<file path="src/rtl/panel_pkg.sv">
// Shared definitions for the LED panel scan path: scan FSM states and
// default panel geometry, also reused by the message shifter.
package panel_pkg;

   typedef enum logic [1:0] {
      S_IDLE  = 2'd0,
      S_DRIVE = 2'd1,
      S_BLANK = 2'd2
   } scan_state_t;

   localparam int ROWS_DEF            = 7;
   localparam int BLANK_CYCLES_DEF    = 2;
   localparam int FRAMES_PER_STEP_DEF = 50;

endpackage

</file>
<file path="src/rtl/panel_scan_scheduler_tick_prescaler.sv">
// Loadable 0..div counter: holds its own copy of the reload value and flags
// the terminal count so the scan FSM knows when a row's drive time is over.
module tick_prescaler #(
   parameter int W = 16
) (
   input  logic         clk_i,
   input  logic         rst_i,
   input  logic         load_i,
   input  logic [W-1:0] load_val_i,
   input  logic         clr_i,
   input  logic         run_i,
   output logic         tc_o
);

   logic [W-1:0] count_q;
   logic [W-1:0] div_q;

   // Load also zeroes the count so a new frame starts its first row cleanly.
   always_ff @(posedge clk_i or posedge rst_i) begin
      if (rst_i) begin
         count_q <= '0;
         div_q   <= '0;
      end else if (load_i) begin
         count_q <= '0;
         div_q   <= load_val_i;
      end else if (clr_i) begin
         count_q <= '0;
      end else if (run_i) begin
         count_q <= count_q + 1'b1;
      end
   end

   assign tc_o = (count_q == div_q);

endmodule

</file>
<file path="src/rtl/panel_scan_scheduler.sv">
// Row-scan scheduler for the LED matrix: sequences row drive and blanking,
// marks frame starts and issues scroll-step strobes, all as clock enables.
module panel_scan_scheduler
   import panel_pkg::*;
#(
   parameter int DIV_WIDTH       = 16,
   parameter int ROWS            = ROWS_DEF,
   parameter int BLANK_CYCLES    = BLANK_CYCLES_DEF,
   parameter int FRAMES_PER_STEP = FRAMES_PER_STEP_DEF,
   localparam int RW = (ROWS > 1) ? $clog2(ROWS) : 1
) (
   input  logic                 CLK,
   input  logic                 RST,
   input  logic                 EN,
   input  logic [DIV_WIDTH-1:0] DIV,
   output logic [ROWS-1:0]      ROW_SEL,
   output logic [RW-1:0]        ROW_IDX,
   output logic                 BLANK,
   output logic                 FRAME_START,
   output logic                 SCROLL_STEP,
   output scan_state_t          STATE_DBG
);

   localparam int BW = $clog2(BLANK_CYCLES + 1);
   localparam int FW = $clog2(FRAMES_PER_STEP + 1);
   localparam logic [RW-1:0] LAST_ROW   = RW'(ROWS - 1);
   localparam logic [BW-1:0] LAST_BLANK = BW'(BLANK_CYCLES - 1);
   localparam logic [FW-1:0] FPS_C      = FW'(FRAMES_PER_STEP);

   scan_state_t   state_q;
   logic [RW-1:0] row_idx_q;
   logic [BW-1:0] blank_cnt_q;
   logic [FW-1:0] frame_cnt_q;
   logic [ROWS-1:0] row_sel_q;
   logic          blank_q;
   logic          frame_start_q;
   logic          scroll_step_q;

   logic          ps_load;
   logic          ps_clr;
   logic          ps_run;
   logic          ps_tc;

   logic          last_blank;
   logic          row_wrap;
   logic [RW-1:0] row_idx_d;
   logic [FW-1:0] frame_cnt_d;
   logic          scroll_d;

   assign last_blank  = (blank_cnt_q == LAST_BLANK);
   assign row_wrap    = (row_idx_q == LAST_ROW);
   assign row_idx_d   = row_wrap ? '0 : row_idx_q + 1'b1;
   assign frame_cnt_d = frame_cnt_q + 1'b1;
   assign scroll_d    = (frame_cnt_d == FPS_C);

   // DIV is only sampled at frame boundaries, so a mid-frame change never
   // shortens or stretches the rows already in progress.
   always_comb begin
      ps_load = 1'b0;
      ps_clr  = 1'b0;
      ps_run  = 1'b0;
      if (!EN) begin
         ps_clr = 1'b1;
      end else begin
         case (state_q)
            S_IDLE:  ps_load = 1'b1;
            S_DRIVE: begin
               if (ps_tc) ps_clr = 1'b1;
               else       ps_run = 1'b1;
            end
            S_BLANK: ps_load = last_blank && row_wrap;
            default: ps_clr = 1'b1;
         endcase
      end
   end

   tick_prescaler #(
      .W (DIV_WIDTH)
   ) u_prescaler (
      .clk_i      (CLK),
      .rst_i      (RST),
      .load_i     (ps_load),
      .load_val_i (DIV),
      .clr_i      (ps_clr),
      .run_i      (ps_run),
      .tc_o       (ps_tc)
   );

   always_ff @(posedge CLK or posedge RST) begin
      if (RST) begin
         state_q       <= S_IDLE;
         row_idx_q     <= '0;
         blank_cnt_q   <= '0;
         frame_cnt_q   <= '0;
         row_sel_q     <= '0;
         blank_q       <= 1'b0;
         frame_start_q <= 1'b0;
         scroll_step_q <= 1'b0;
      end else begin
         frame_start_q <= 1'b0;
         scroll_step_q <= 1'b0;
         if (!EN) begin
            state_q     <= S_IDLE;
            row_idx_q   <= '0;
            blank_cnt_q <= '0;
            frame_cnt_q <= '0;
            row_sel_q   <= '0;
            blank_q     <= 1'b0;
         end else begin
            case (state_q)
               S_IDLE: begin
                  state_q       <= S_DRIVE;
                  row_idx_q     <= '0;
                  row_sel_q     <= ROWS'(1);
                  frame_cnt_q   <= '0;
                  frame_start_q <= 1'b1;
               end
               S_DRIVE: begin
                  if (ps_tc) begin
                     state_q     <= S_BLANK;
                     row_sel_q   <= '0;
                     blank_q     <= 1'b1;
                     blank_cnt_q <= '0;
                  end
               end
               S_BLANK: begin
                  if (last_blank) begin
                     state_q     <= S_DRIVE;
                     blank_q     <= 1'b0;
                     blank_cnt_q <= '0;
                     row_idx_q   <= row_idx_d;
                     row_sel_q   <= ROWS'(1) << row_idx_d;
                     if (row_wrap) begin
                        frame_start_q <= 1'b1;
                        if (scroll_d) begin
                           frame_cnt_q   <= '0;
                           scroll_step_q <= 1'b1;
                        end else begin
                           frame_cnt_q <= frame_cnt_d;
                        end
                     end
                  end else begin
                     blank_cnt_q <= blank_cnt_q + 1'b1;
                  end
               end
               default: begin
                  state_q   <= S_IDLE;
                  row_sel_q <= '0;
                  blank_q   <= 1'b0;
               end
            endcase
         end
      end
   end

   assign ROW_SEL     = row_sel_q;
   assign ROW_IDX     = row_idx_q;
   assign BLANK       = blank_q;
   assign FRAME_START = frame_start_q;
   assign SCROLL_STEP = scroll_step_q;
   assign STATE_DBG   = state_q;

endmodule

</file>
<file path="config.mk">
export PLATFORM = sky130hd
export DESIGN_NAME = panel_scan_scheduler
export DESIGN_NICKNAME = d
export VERILOG_FILES = /design/src/rtl/panel_pkg.sv /design/src/rtl/panel_scan_scheduler_tick_prescaler.sv /design/src/rtl/panel_scan_scheduler.sv
export SDC_FILE = /design/constraint.sdc
export NUM_CORES = 1
export LEC_CHECK = 0
export ABC_AREA = 1
export CELL_PAD_IN_SITES_DETAIL_PLACEMENT = 1
export CELL_PAD_IN_SITES_GLOBAL_PLACEMENT = 1
export CORE_MARGIN = 3
export CORE_UTILIZATION = 37
export DETAILED_ROUTE_END_ITERATION = 10
export PLACE_DENSITY_LB_ADDON = 0.25
export SYNTH_ARGS = -nofsm -noshare
export SYNTH_HDL_FRONTEND = slang
export SYNTH_SLANG_ARGS = --single-unit
</file>
<file path="constraint.sdc">
create_clock -name CLK -period 1.65 [get_ports CLK]
set_input_delay 0.165 -clock CLK [delete_from_list [all_inputs] [get_ports CLK]]
set_output_delay 0.165 -clock CLK [all_outputs]
set_load 0.03 [all_outputs]
</file>
# Yosys cells after proc, flatten, opt, wreduce, memory -nomap -nowiden
# Index checks and enable logic that the tools add are counted.
# word_totals
word_cells,81
output_inout_bits,15
reg_bits,55
# op_classes
add_sub_neg,4
reduce_logical,9
n_shift,1
muxes,45
n_eq_ne,12
# ops
cell,n
two-way mux 16 bit,3
two-way mux 6 bit,4
two-way mux 7 bit,3
one-hot mux 7 bit (3 select lines),1
two-way mux 1 bit,17
adder 16 x 1 -> 16 bit (second input constant),1
equality test 16 bit,1
two-way mux 2 bit,6
one-hot mux 6 bit (2 select lines),1
two-way mux 3 bit,3
!= test 3 bit (second input constant),3
<< shifter 1 x 3 -> 7 bit (first input constant),1
adder 6 x 1 -> 6 bit (second input constant),1
equality test 6 bit (second input constant),1
!= test 3 x 1 -> 1 bit (second input constant),2
one-hot mux 1 bit (2 select lines),3
one-hot mux 2 bit (3 select lines),1
one-hot mux 3 bit (2 select lines),1
AND reduction 2 bit,3
AND reduction 3 bit,2
equality test 2 x 1 -> 1 bit (second input constant),2
one-hot mux 2 bit (2 select lines),1
adder 3 x 1 -> 3 bit (second input constant),1
equality test 3 bit (second input constant),1
8 further kinds,8

# Logic depth before layout (Yosys ltp)
# logic_depth
depth_word,7
mapped_depth,13
ltp_nobuf,13

# Cells and area by module
# Synthesis repeated with hierarchy kept, for this count alone.
# unflattened
cells_unflattened,368
hier_area_um2,2885.3
# by_module_without_submodules
module,seq_area_each_um2,n_inst,cells_per_inst,area_each_um2
tick_prescaler,800.8,1,221,1714.1
panel_scan_scheduler,575.6,1,147,1171.1

# Worst setup path after synthesis
# OpenSTA, ideal clock, no wires.
# synth_path
path_type,flip-flop to flip-flop
startpoint,register state_q[0] (netlist: STATE_DBG[0])
endpoint,register u_prescaler.count_q[8]
period_less_slack_ps,1704
path_slack_ps,-54
arrival_ps,1578
n_path_buf,1
stages_incl_launch_ff,9
required_ps,1524
path_cell_list,dfrtp_1 nand2_1 nor2_4 inv_1 a21oi_4 nand3_4 buf_12 nand2_1 a21oi_2
# synth_via
elab_chain_len,6
# synth_rtl
element,line_no,source
start: declaration,panel_scan_scheduler.sv:30,scan_state_t state_q;
start signal: assignment,panel_scan_scheduler.sv:91,state_q <= S_IDLE;
start signal: assignment,panel_scan_scheduler.sv:103,state_q <= S_IDLE;
start signal: assignment,panel_scan_scheduler.sv:112,state_q <= S_DRIVE;
equality test 2 bit or zero test 2 bit (tied branches),panel_scan_scheduler.sv:65,case (state_q)
OR reduction 2 bit (no source line),n/a,
one-hot mux 1 bit (2 select lines),panel_scan_scheduler.sv:65,
two-way mux 1 bit,panel_scan_scheduler.sv:62,if (!EN) begin
two-way mux 16 bit,panel_scan_scheduler_tick_prescaler.sv:26,end else if (clr_i) begin
two-way mux 16 bit,panel_scan_scheduler_tick_prescaler.sv:23,end else if (load_i) begin
end signal: assignment,panel_scan_scheduler_tick_prescaler.sv:29,count_q <= count_q + 1'b1;
end: declaration,panel_scan_scheduler_tick_prescaler.sv:15,logic [W-1:0] count_q;
# Parallel ways exist; a longest one is shown, timed or not.
# A chain may end at the register's enable or synchronous reset.

# Worst setup path after layout
# layout_path
startpoint,register u_prescaler.count_q[2]
endpoint,register u_prescaler.count_q[11]
# layout_via
elab_chain_len,6
# layout_rtl
element
branches (longest 6 deep; another with adder 16 x 1 -> 16 bit)
# Several ways; the timed one is not identified. The select of a mux whose other input is x is not followed.

==> key figures <==
Layout
  • Final non-filler cell total: 599
  • ANT cells: 0
  • Final nets: 518
  • Share of cells above drive strength 1: 30.8%
  • Layout overhead on the synthesized area: 40.1%
  • Layout Utilization: between 50% and 60%

Detailed routing
  • Via count: 2919
  • Detailed-route DRC error count: 0
  • 1st-iter DRT viols: 60
  • Router iterations before antenna repair: 6
  • Total Wirelength: 8290 um
  • Final ANT Viol Nets: 0
  • Vias per cell: between 4 and 5
  • Drt wl/cell: 13.8 um

Die
  • I/O pins: 34
  • Die W: approximately 96 um
  • Initial Util: roughly two fifths
  • Core Area: 7810 um2
  • Die area: roughly 9300 um2
  • FP Rows: 32
  • Die height: ~96 um

Status
  • Status: complete, but fails checks
  • Failing checks: setup timing

STA
  • Final Slew Violations: 0
  • Fin crit period: between 1500 and 2000 ps
  • Fin. Hold Viols: 0
  • Worst hold margin: 201 ps
  • Slew HR: 73.6%
  • RSZ-0062 raised after global routing: true
  • Setup WS post-layout: -114 ps
  • Slew @ Worst Pin: 393 ps
  • Fmax: 0.567 GHz
  • Finish-stage setup viols: 19
  • Tcrit/Tclk final: 107%
  • Worst clock skew: 13.2 ps

Synthesis
  • Most frequent cells after synthesis: 128 x nand2_1, 55 x dfrtp_1, 51 x inv_1
  • Sequential share of the synthesized area: a little under half
  • Synth top area cells: dfrtp_1 46%, nand2_1 16%, inv_1 6.3%, o21ai_0 4.3%, nor2_1 4.1%
  • Syn avg cell area: 7.65 um2
  • Post-synth top area cell: dfrtp_1
  • Yosys reg bits: 55
  • Mapped cell area: 3020 um2
  • Synthesized net count: around 420
  • Post-synth EDFFs: 0
  • Synth Warn #: 0
  • Top-count cell post-synth: nand2_1
  • Top_reg_cell synth: dfrtp_1
  • Mapped Cells: 395
  • Library cells used by synthesis: 30
  • Post-synth top area share: 45.5%
  • Asr flop ratio synth: 100%

Clocking
  • Clk buf depth: 2
  • Clk root buf: clkbuf_8
  • Hold-fix buffers at CTS: 0
  • Clock insertion delay at the later pin of the skew report: 330 ps
  • Number of CTS-inserted buffers: 5
  • H-tree depth: 2
  • CTS Sinks: 55
  • Clock Pin Slew Worst Setup and Hold Paths: 110 ps
  • CTS tree: done

Setup path
  • Crit-path max FO: 7
  • Worst R2R Start: u_prescaler.count_q[2]
  • R2R depth: 14
  • Crit path from: u_prescaler.count_q[2]
  • Reg2Reg Setup Slack: -110 ps
  • Critical path arrival: 1980 ps
  • Startpoint Class: register
  • WP data required: 1870 ps
  • Setup CP Type: reg2reg
  • Reg2reg end: u_prescaler.count_q[11]
  • Worst Setup EP: u_prescaler.count_q[11]
  • Setup crit end kind: register

Power and ir drop
  • Pwr dens: 1190 nW/um2
  • Reg power frac: between 30% and 40%
  • Internal power: 2960 uW
  • Clock share of power: between 15 and 20%
  • Final Power: 5060 uW
  • P_sw: 2100 uW
  • Sw Ratio: 41.5%
  • Gate power share: 46.3%
  • Leakage power: 0.00205 uW
  • Peak supply drop: approximately 0.00064 V

Placed design
  • Final GP Congestion: between 0.8 and 0.9
  • Port Buffers: 33
  • Dpl hpwl: 6000 um
  • Placed insts: 574

Global route
  • Initial antenna violation count: 0
  • Global route overflow: 0
  • Total GRT Usage: 18.8%
  • Largest net degree at the start of global routing: between 50 and 60
  • Vias in the first global route: 3080
  • Global-route wire length before repair: 13600 um

Min path
  • Hold WC Path Type: in2async

Flow run
  • MaxCap Viol Count: 0
==> cells by family (layout without fill, tap and decap cells) <==
group | after synthesis | count (layout) | share of synthesized area [%]
AOI/OAI and AO/OA | 53 | 53 | 11.1
adders and majority gates | 3 | 3 | 1.24
muxes | 1 | 1 | 0.373
buffers and inverters | 67 | 168 | 9.36
xor gates and xnor gates | 9 | 9 | 2.61
and+or+nand+nor | 207 | 208 | 29.8
DFF | 55 | 55 | 45.5
==> critical path, cell delays in order, from the launching register on <==
cell and delay [ps]:
dfrtp_1 390, buf_4 120, inv_2 30, nand2_1 40, nand2_1 50, nor2_1 100, nand2_1 100, nor2_4 160
nand2_2 100, nand2_4 150, nand3_4 140, nand2_2 110, nand2_2 60, nand2_2 70, inv_1 40
==> metrics by stage <==
step,setup TNS (ps),worst slack [ps],cell area [um2]
after floorplan,0,4.62,3020
after global placement,-2930,-202,3830
after detailed placement,-4320,-258,3830
after CTS,-338,-61.1,4040
after global routing,-4090,-222,4230
final,-1060,-114,4230
==> per-layer routing <==
metal / vias to the layer above / share of wire, % / global-route usage [%]
met1: 1432 / 41 / 21.5
met4: 0 / 1.4 / 6.89
met2: 39 / 55 / 35.4
li1: 1438 / - / -
met5: - / 0 / 0
met3: 10 / 2.7 / 2.71
==> cell type report <==
class / instances / area, um2
tap: 102 / 128
sequential: 55 / 1380
timing repair buffer: 99 / 863
clock inverter: 1 / 7.51
inverter: 61 / 229
multi-input combinational: 274 / 1530
clock buffer: 7 / 96.3
fill: 991 / 3570
==> worst min-delay path by stage <==
stage	startpoint	end	slack [ps]	cells past startpoint
2_1_floorplan	DIV[0]	u_prescaler.div_q[0]	290	2
3_3_place_gp	ROW_SEL[4]	ROW_SEL[4]	470	2
3_5_place_dp	ROW_SEL[3]	ROW_SEL[3]	480	2
4_1_cts	RST	u_prescaler.div_q[3]	210	3
5_1_grt	RST	u_prescaler.div_q[1]	240	3
6_report	RST	u_prescaler.div_q[3]	200	3
==> what timing repair did <==
action	CTS	global route
setup endpoints to repair	21	47
resized for setup	24	38
buffers inserted	6	10
cloned	1	0
pin swaps	5	15
==> layout by cell type, fill, tap and decap left out, types with 3 or more instances in the layout <==
| cell | instances |
|---|---|
| a21oi_1 | 3 |
| a21oi_2 | 4 |
| buf_4 | 61 |
| buf_6 | 3 |
| clkbuf_8 | 7 |
| clkdlybuf4s50_1 | 28 |
| dfrtp_1 | 53 |
| dlygate4sd2_1 | 3 |
| inv_1 | 44 |
| inv_2 | 17 |
| nand2_1 | 118 |
| nand2_2 | 13 |
| nand2_4 | 5 |
| nand3_1 | 20 |
| nand3_2 | 3 |
| nand4_1 | 3 |
| nor2_1 | 24 |
| nor2_2 | 6 |
| nor2_4 | 7 |
| nor3_1 | 5 |
| o21ai_0 | 20 |
| o21ai_1 | 5 |
| o21ai_2 | 9 |
| o22ai_1 | 5 |
| xor2_1 | 5 |
==> power groups by stage <==
stage / clock [uW] / combinational, uW / sequential [uW]
finish: 861 / 2340 / 1860
global route: 938 / 2610 / 1900
CTS: 884 / 2260 / 1860
detailed placement: 0 / 2110 / 1880
global placement: 0 / 2030 / 1860
floorplan: 0 / 1240 / 1970
==> sequential cells by signal, summed over array words and instances, names as in the netlist <==
register,cells
blank_cnt_q,2
u_prescaler.count_q,16
ROW_SEL,7
FRAME_START,1
BLANK,1
frame_cnt_q,6
SCROLL_STEP,1
u_prescaler.div_q,16
STATE_DBG,2
ROW_IDX,3
(Power assumes the default switching activity.)
